File: src/rtl/pwm_capture.sv
// Measures pulse width and centre phase of one selected PWM line over each 512-cycle period.
// Optional glitch counter on ERR_CNT is built when PWM_CAPTURE_ERR_CNT_EN is defined.
module pwm_capture #(
    parameter int unsigned DEPTH = 249
) (
    input  logic             CLK,
    input  logic             RST_N,
    input  logic [8:0]       TIME_CNT,
    input  logic [DEPTH-1:0] PWM_IN,
    input  logic [7:0]       SEL,
    output logic [9:0]       PULSE_WIDTH,
    output logic [7:0]       PHASE,
    output logic             DOUT_VALID,
    output logic             GLITCH,
    output logic [7:0]       ERR_CNT
);

    localparam logic [7:0] SEL_OFF = 8'hFF;
    localparam logic [8:0] T_LAST  = 9'd511;
    localparam logic [8:0] T_FIRST = 9'd0;

    typedef enum logic [1:0] {IDLE, ARM, MEASURE, REPORT} state_t;

    state_t     state_q, state_d;
    logic       s_q, s_prev;
    logic [8:0] t_q;
    logic [7:0] sel_q;
    logic [1:0] n_rise, n_fall;
    logic [8:0] t_rise, t_fall;
    logic       lvl0;

    logic       line_c, rise_c, fall_c, track_c, sel_chg_c;
    logic [8:0] width_c, centre_c;
    logic [7:0] phase_c;
    logic       valid_c, glitch_c;
    logic [9:0] pw_c;
    logic [7:0] ph_c;

    assign line_c    = (32'(SEL) < DEPTH) ? PWM_IN[SEL] : 1'b0;
    assign rise_c    = s_q & ~s_prev;
    assign fall_c    = ~s_q & s_prev;
    assign track_c   = (state_q == MEASURE) || (state_q == REPORT);
    assign sel_chg_c = (SEL != sel_q);
    assign width_c   = t_fall - t_rise;
    assign centre_c  = t_rise + (width_c >> 1);
    assign phase_c   = 8'(centre_c >> 1);

    // Sample stage and per-window edge bookkeeping; sample t==0 restarts the window.
    always_ff @(posedge CLK) begin
        if (!RST_N) begin
            s_q    <= 1'b0;
            s_prev <= 1'b0;
            t_q    <= '0;
            sel_q  <= SEL_OFF;
            n_rise <= '0;
            n_fall <= '0;
            t_rise <= '0;
            t_fall <= '0;
            lvl0   <= 1'b0;
        end else begin
            s_q    <= line_c;
            s_prev <= s_q;
            t_q    <= TIME_CNT;
            sel_q  <= SEL;
            if (track_c) begin
                if (t_q == T_FIRST) begin
                    n_rise <= {1'b0, rise_c};
                    n_fall <= {1'b0, fall_c};
                    lvl0   <= s_q;
                end else begin
                    if (rise_c && n_rise != 2'd3) n_rise <= n_rise + 2'd1;
                    if (fall_c && n_fall != 2'd3) n_fall <= n_fall + 2'd1;
                end
                if (rise_c) t_rise <= t_q;
                if (fall_c) t_fall <= t_q;
            end
        end
    end

    always_ff @(posedge CLK) begin
        if (!RST_N) state_q <= IDLE;
        else        state_q <= state_d;
    end

    // Next state and REPORT evaluation; a SEL change overrides everything.
    always_comb begin
        state_d  = state_q;
        valid_c  = 1'b0;
        glitch_c = 1'b0;
        pw_c     = PULSE_WIDTH;
        ph_c     = PHASE;
        case (state_q)
            IDLE:    if (SEL != SEL_OFF) state_d = ARM;
            ARM:     if (t_q == T_LAST)  state_d = MEASURE;
            MEASURE: if (t_q == T_LAST)  state_d = REPORT;
            REPORT: begin
                state_d = MEASURE;
                if (n_rise == 2'd1 && n_fall == 2'd1) begin
                    valid_c = 1'b1;
                    pw_c    = {1'b0, width_c};
                    ph_c    = phase_c;
                end else if (n_rise == 2'd0 && n_fall == 2'd0) begin
                    valid_c = 1'b1;
                    pw_c    = lvl0 ? 10'd512 : 10'd0;
                    ph_c    = 8'd0;
                end else begin
                    glitch_c = 1'b1;
                end
            end
            default: state_d = IDLE;
        endcase
        if (sel_chg_c) begin
            state_d  = (SEL == SEL_OFF) ? IDLE : ARM;
            valid_c  = 1'b0;
            glitch_c = 1'b0;
            pw_c     = PULSE_WIDTH;
            ph_c     = PHASE;
        end
    end

    always_ff @(posedge CLK) begin
        if (!RST_N) begin
            PULSE_WIDTH <= '0;
            PHASE       <= '0;
            DOUT_VALID  <= 1'b0;
            GLITCH      <= 1'b0;
        end else begin
            DOUT_VALID <= valid_c;
            GLITCH     <= glitch_c;
            if (valid_c) begin
                PULSE_WIDTH <= pw_c;
                PHASE       <= ph_c;
            end
        end
    end

`ifdef PWM_CAPTURE_ERR_CNT_EN
    logic [7:0] err_q;

    // Saturating count of rejected periods, in step with the GLITCH strobe.
    always_ff @(posedge CLK) begin
        if (!RST_N)                          err_q <= '0;
        else if (glitch_c && err_q != 8'hFF) err_q <= err_q + 8'd1;
    end

    assign ERR_CNT = err_q;
`else
    assign ERR_CNT = '0;
`endif

endmodule

File: config.mk
export PLATFORM = sky130hd
export DESIGN_NAME = pwm_capture
export DESIGN_NICKNAME = d
export VERILOG_FILES = /design/src/rtl/pwm_capture.sv
export SDC_FILE = /design/constraint.sdc
export NUM_CORES = 1
export LEC_CHECK = 0
export CAP_MARGIN = 10
export CORE_MARGIN = 8
export CORE_UTILIZATION = 36
export DETAILED_ROUTE_END_ITERATION = 6
export PLACE_DENSITY = 0.89
export SYNTH_ARGS = -nofsm -noshare
export SYNTH_HDL_FRONTEND = slang
export SYNTH_SLANG_ARGS = --single-unit
File: constraint.sdc
create_clock -name CLK -period 3.2 [get_ports CLK]
set_clock_uncertainty 0.05 [all_clocks]
set_input_delay 0.64 -clock CLK [delete_from_list [all_inputs] [get_ports CLK]]
set_output_delay 0.64 -clock CLK [all_outputs]
set_load 0.03 [all_outputs]
==> impl_summary.log <==
[metrics] slew at the pin with the worst max-slew slack: around 0.75 ns
[metrics] FF+latch count, synth: 64
[metrics] switch share: a little under a quarter
[metrics] share of power burned in combinational logic: 26.8%
[metrics] number of standard-cell rows in the floorplan: 44
[metrics] number of global-route vias before repair: just under 6k
[metrics] run status: finished with violations
[metrics] number of nets at the end of the flow: 1,122
[metrics] htree depth: 3
[metrics] end of the worst register-to-register path: PHASE[7]$_SDFFE_PN0P_
[metrics] worst-skew pair later-pin latency: roughly 0.34 ns
[metrics] number of primary I/O pins: 296
[metrics] Seq pwr share: 31.8%
[metrics] synthesized area divided by synthesized cell count: 9.70 um^2
[metrics] share of the clock period used by the worst path after layout: 101%
[metrics] area delta synth->final: 65.9%
[metrics] initial drt markers: 384
[metrics] proportion of layout cells with a drive suffix above 1: 14.8%
[metrics] Initial Utilization: a little over a third
[metrics] clock tree from TritonCTS: yes
[metrics] number of stages on the worst hold path: 2
[metrics] area fraction of the dominant cell type after synthesis: 24.3%
[metrics] Critical Path Source: t_rise[2]$_SDFFE_PN0P_
[metrics] antenna fix cells: 0
[metrics] GRT Total Usage: a little under a quarter
[metrics] maximum vdd ir drop: 0.000211 V
[metrics] per-cell via count in the routed design: 5.48
[metrics] Die Footprint: ~19,000 um^2
[metrics] standby leakage power: 3.32 nW
[metrics] fin crit period: 3.23 ns
[metrics] R2R cell count: 13
[metrics] Setup TNS: -0.0476 ns
[metrics] cell count after placement: 1,002
[metrics] share of synthesized flip-flops with an asynchronous set or reset: 0%
[metrics] Setup WS pre-CTS: -0.163 ns
[metrics] startpoint of the worst-slack reg-to-reg timing path: t_rise[2]$_SDFFE_PN0P_
[metrics] distinct cell type count of the synthesized netlist: 54
[metrics] power share of the clock group: 41.4%
[metrics] clock root buffer master: sky130_fd_sc_hd__clkbuf_16
[metrics] max frequency: 310 MHz
[metrics] setup slack of the worst register-to-register path: -0.03 ns
[metrics] pin count of the biggest net entering global routing: 36
[metrics] Synthesis Warnings: 0
[metrics] TritonCTS Sinks: 64
[metrics] post-synth design cell area: 5270 um^2
[metrics] sequential fraction of the synthesis area: 24.3%
[metrics] floorplan die height: roughly 140 um
[metrics] dominant cells by area after synthesis: sky130_fd_sc_hd__dfxtp_1 24%, sky130_fd_sc_hd__mux4_2 23%, sky130_fd_sc_hd__ha_1 5.0%, sky130_fd_sc_hd__mux2i_1 4.2%, sky130_fd_sc_hd__a21oi_1 3.2%
[metrics] Routed Wire Length: 21,800 um
[metrics] initial antenna violation count: 1
[metrics] Final Total Pwr: between 2 and 3 mW
[metrics] chip width: 137 um
[metrics] CTS clk-pin slew, worst paths: 0.05 ns
[metrics] Critical Path AT: 3.40 ns
[metrics] port bufs: 287
[metrics] top_reg_cell synth: sky130_fd_sc_hd__dfxtp_1
[metrics] Detailed Place HPWL: 18,400 um
[metrics] net switching power of the design: 0.612 mW
[metrics] violations in the final reports: setup timing
[metrics] critical path start-end classification: flop to flop
[metrics] number of buffers added by the clock tree synthesis step: 9
[metrics] worst setup slack after layout: -0.0252 ns
[metrics] pwr dens: 297 nW/um^2
[metrics] post-detailed-route wirelength per cell: 21.4 um
[metrics] wire length of the first global-routing pass: 32,800 um
[metrics] kind of launch point of the worst setup path: flop
[metrics] Max clock buf depth: 2
[metrics] synthesized instance count: 543
[metrics] DR DRC count: 0
[metrics] global route total overflow: 0
[metrics] number of routed nets with antenna violations: 0
[metrics] number of vias after detailed routing: 5,585
[metrics] count of max-cap constraint violations: 0
[metrics] hold_ws: 0.403 ns
[metrics] internal cell power: 1.99 mW
[metrics] Worst EP required: 3.38 ns
[metrics] relative max-transition margin: 50.2%
[metrics] worst setup path endpoint: PHASE[7]$_SDFFE_PN0P_
[metrics] total setup violations reported at the end of the flow: 2
[metrics] largest area contributor in the netlist: sky130_fd_sc_hd__dfxtp_1
[metrics] Final Slew Violations: 0
[metrics] area of the core: 14,400 um^2
[metrics] hold violation count in the final report: 0
[metrics] class of the tightest hold or removal check: flop to flop
[metrics] largest fanout of any net on the critical path: 3
[metrics] final weighted congestion in routability-driven placement: about 0.91
[metrics] DR pass1 iterations: 5
[metrics] critical path capture point type: flop
[metrics] non-filler instance count after layout: ~1.0k
[metrics] Post-synth EDFFs: 0
[power by group through the flow]
stage                     Sequential, mW  Combinational, mW  Clock, mW
after floorplan                    0.838              0.304          0
after global placement             0.841              0.685          0
after detailed placement           0.842              0.693          0
after CTS                          0.825              0.697       1.08
after global routing               0.826              0.740       1.13
final                              0.825              0.697       1.08
[cells by family (layout without fill, tap and decap cells)]
family	count (synthesis)	after routing	share of synthesized area (%)
fa+ha+maj	23	23	5.75
flops	64	64	24.3
simple gates	187	187	17.8
compound gates	97	97	11.9
other cells	1	8	0.0712
buf+inv	70	356	6.86
mux	85	85	30.7
xor+xnor	16	16	2.66
[metrics by stage]
stage               area (um^2)  util [%]
global route               8740      60.6
finish                     8740      60.6
CTS                        8680      60.2
detailed placement         8330      57.8
floorplan                  5300         -
global placement           8330      57.8
[layout by cell type (no fill, tap or decap), drive strengths merged, types with 21 or more instances in the layout]
| cell | synthesis | routed |
|---|---|---|
| inv | 23 | 23 |
| ha | 21 | 21 |
| a21oi | 34 | 34 |
| buf | 30 | 33 |
| mux2i | 22 | 22 |
| nand3 | 23 | 23 |
| clkdlybuf4s50 | 0 | 284 |
| dfxtp | 64 | 64 |
| nand2 | 45 | 45 |
| nor2 | 39 | 39 |
| mux4 | 59 | 59 |
[registers in the layout, summed over array words and instances (netlist names), 2 cells and up]
signal and flops:
n_rise 2, sel_q 8, PHASE 8, t_q 9
n_fall 2, state_q 2, t_rise 9, PULSE_WIDTH 10
t_fall 9
[worst min-delay path by stage]
stage	startpoint	end
6_report	PULSE_WIDTH[9]$_SDFFE_PN0P_	PULSE_WIDTH[9]$_SDFFE_PN0P_
5_1_grt	PULSE_WIDTH[9]$_SDFFE_PN0P_	PULSE_WIDTH[9]$_SDFFE_PN0P_
4_1_cts	PULSE_WIDTH[9]$_SDFFE_PN0P_	PULSE_WIDTH[9]$_SDFFE_PN0P_
3_5_place_dp	PULSE_WIDTH[9]$_SDFFE_PN0P_	PULSE_WIDTH[9]$_SDFFE_PN0P_
3_3_place_gp	PULSE_WIDTH[6]$_SDFFE_PN0P_	PULSE_WIDTH[6]$_SDFFE_PN0P_
2_1_floorplan	lvl0$_SDFFE_PN0P_	PULSE_WIDTH[9]$_SDFFE_PN0P_
[area by class of cell]
type / count / area, um^2
repair buffers: 317 / 3100
flip-flops and latches: 64 / 1280
clock buffers: 10 / 239
clock inverters: 6 / 92.6
multi-input cells: 416 / 3710
fillers: 1151 / 5680
inverters: 23 / 86.3
well taps: 184 / 230
[worst max-delay path, cell delays in order, from the launching register on]
cell and delay [ns]:
sky130_fd_sc_hd__dfxtp_1 0.36, sky130_fd_sc_hd__inv_1 0.06, sky130_fd_sc_hd__ha_1 0.33, sky130_fd_sc_hd__nor2b_1 0.15, sky130_fd_sc_hd__o21ai_0 0.19, sky130_fd_sc_hd__a21boi_1 0.14, sky130_fd_sc_hd__o21ai_2 0.19, sky130_fd_sc_hd__nor3b_1 0.37
sky130_fd_sc_hd__nor2_1 0.13, sky130_fd_sc_hd__ha_1 0.32, sky130_fd_sc_hd__o21a_1 0.15, sky130_fd_sc_hd__o41ai_2 0.30, sky130_fd_sc_hd__xor2_1 0.12, sky130_fd_sc_hd__o41ai_1 0.25
[synthesized netlist by cell type, types with 2 or more instances]
| cell type | number |
|---|---|
| sky130_fd_sc_hd__a21boi_0 | 5 |
| sky130_fd_sc_hd__a21oi_1 | 34 |
| sky130_fd_sc_hd__a221oi_1 | 4 |
| sky130_fd_sc_hd__a22o_1 | 3 |
| sky130_fd_sc_hd__a22oi_1 | 16 |
| sky130_fd_sc_hd__a31oi_1 | 3 |
| sky130_fd_sc_hd__a32o_1 | 3 |
| sky130_fd_sc_hd__and2_1 | 14 |
| sky130_fd_sc_hd__and3_1 | 4 |
| sky130_fd_sc_hd__and3b_1 | 2 |
| sky130_fd_sc_hd__buf_1 | 5 |
| sky130_fd_sc_hd__buf_2 | 6 |
| sky130_fd_sc_hd__buf_4 | 16 |
| sky130_fd_sc_hd__buf_6 | 2 |
| sky130_fd_sc_hd__clkbuf_1 | 17 |
| sky130_fd_sc_hd__dfxtp_1 | 64 |
| sky130_fd_sc_hd__fa_1 | 2 |
| sky130_fd_sc_hd__ha_1 | 21 |
| sky130_fd_sc_hd__inv_1 | 22 |
| sky130_fd_sc_hd__mux2_2 | 4 |
| sky130_fd_sc_hd__mux2i_1 | 22 |
| sky130_fd_sc_hd__mux4_1 | 6 |
| sky130_fd_sc_hd__mux4_2 | 53 |
| sky130_fd_sc_hd__nand2_1 | 45 |
| sky130_fd_sc_hd__nand2b_1 | 10 |
| sky130_fd_sc_hd__nand3_1 | 23 |
| sky130_fd_sc_hd__nand3b_1 | 5 |
| sky130_fd_sc_hd__nand4_1 | 5 |
| sky130_fd_sc_hd__nor2_1 | 39 |
| sky130_fd_sc_hd__nor2b_1 | 10 |
| sky130_fd_sc_hd__nor3_1 | 15 |
| sky130_fd_sc_hd__nor3b_1 | 6 |
| sky130_fd_sc_hd__nor4_1 | 3 |
| sky130_fd_sc_hd__o21ai_0 | 17 |
| sky130_fd_sc_hd__o41ai_1 | 2 |
| sky130_fd_sc_hd__or3_1 | 3 |
| sky130_fd_sc_hd__xnor2_1 | 10 |
| sky130_fd_sc_hd__xor2_1 | 6 |
[timing repair]
| item | CTS | global route |
|---|---|---|
| buffers inserted | 0 | 2 |
| hold buffers | 0 | 0 |
| pin swaps | 0 | 12 |
| endpoints found under the setup margin | 2 | 4 |
| gates resized for setup | 6 | 20 |
| endpoints found under the hold margin | 0 | 0 |
[metal layers]
metal,vias up,wire length [um],GRT usage [%]
met5,-,13,0
met4,2,397,6.04
met3,30,1950,6.64
met2,291,11600,42.1
met1,2666,7870,25.4
li1,2596,-,-
(Power assumes the default switching activity.)
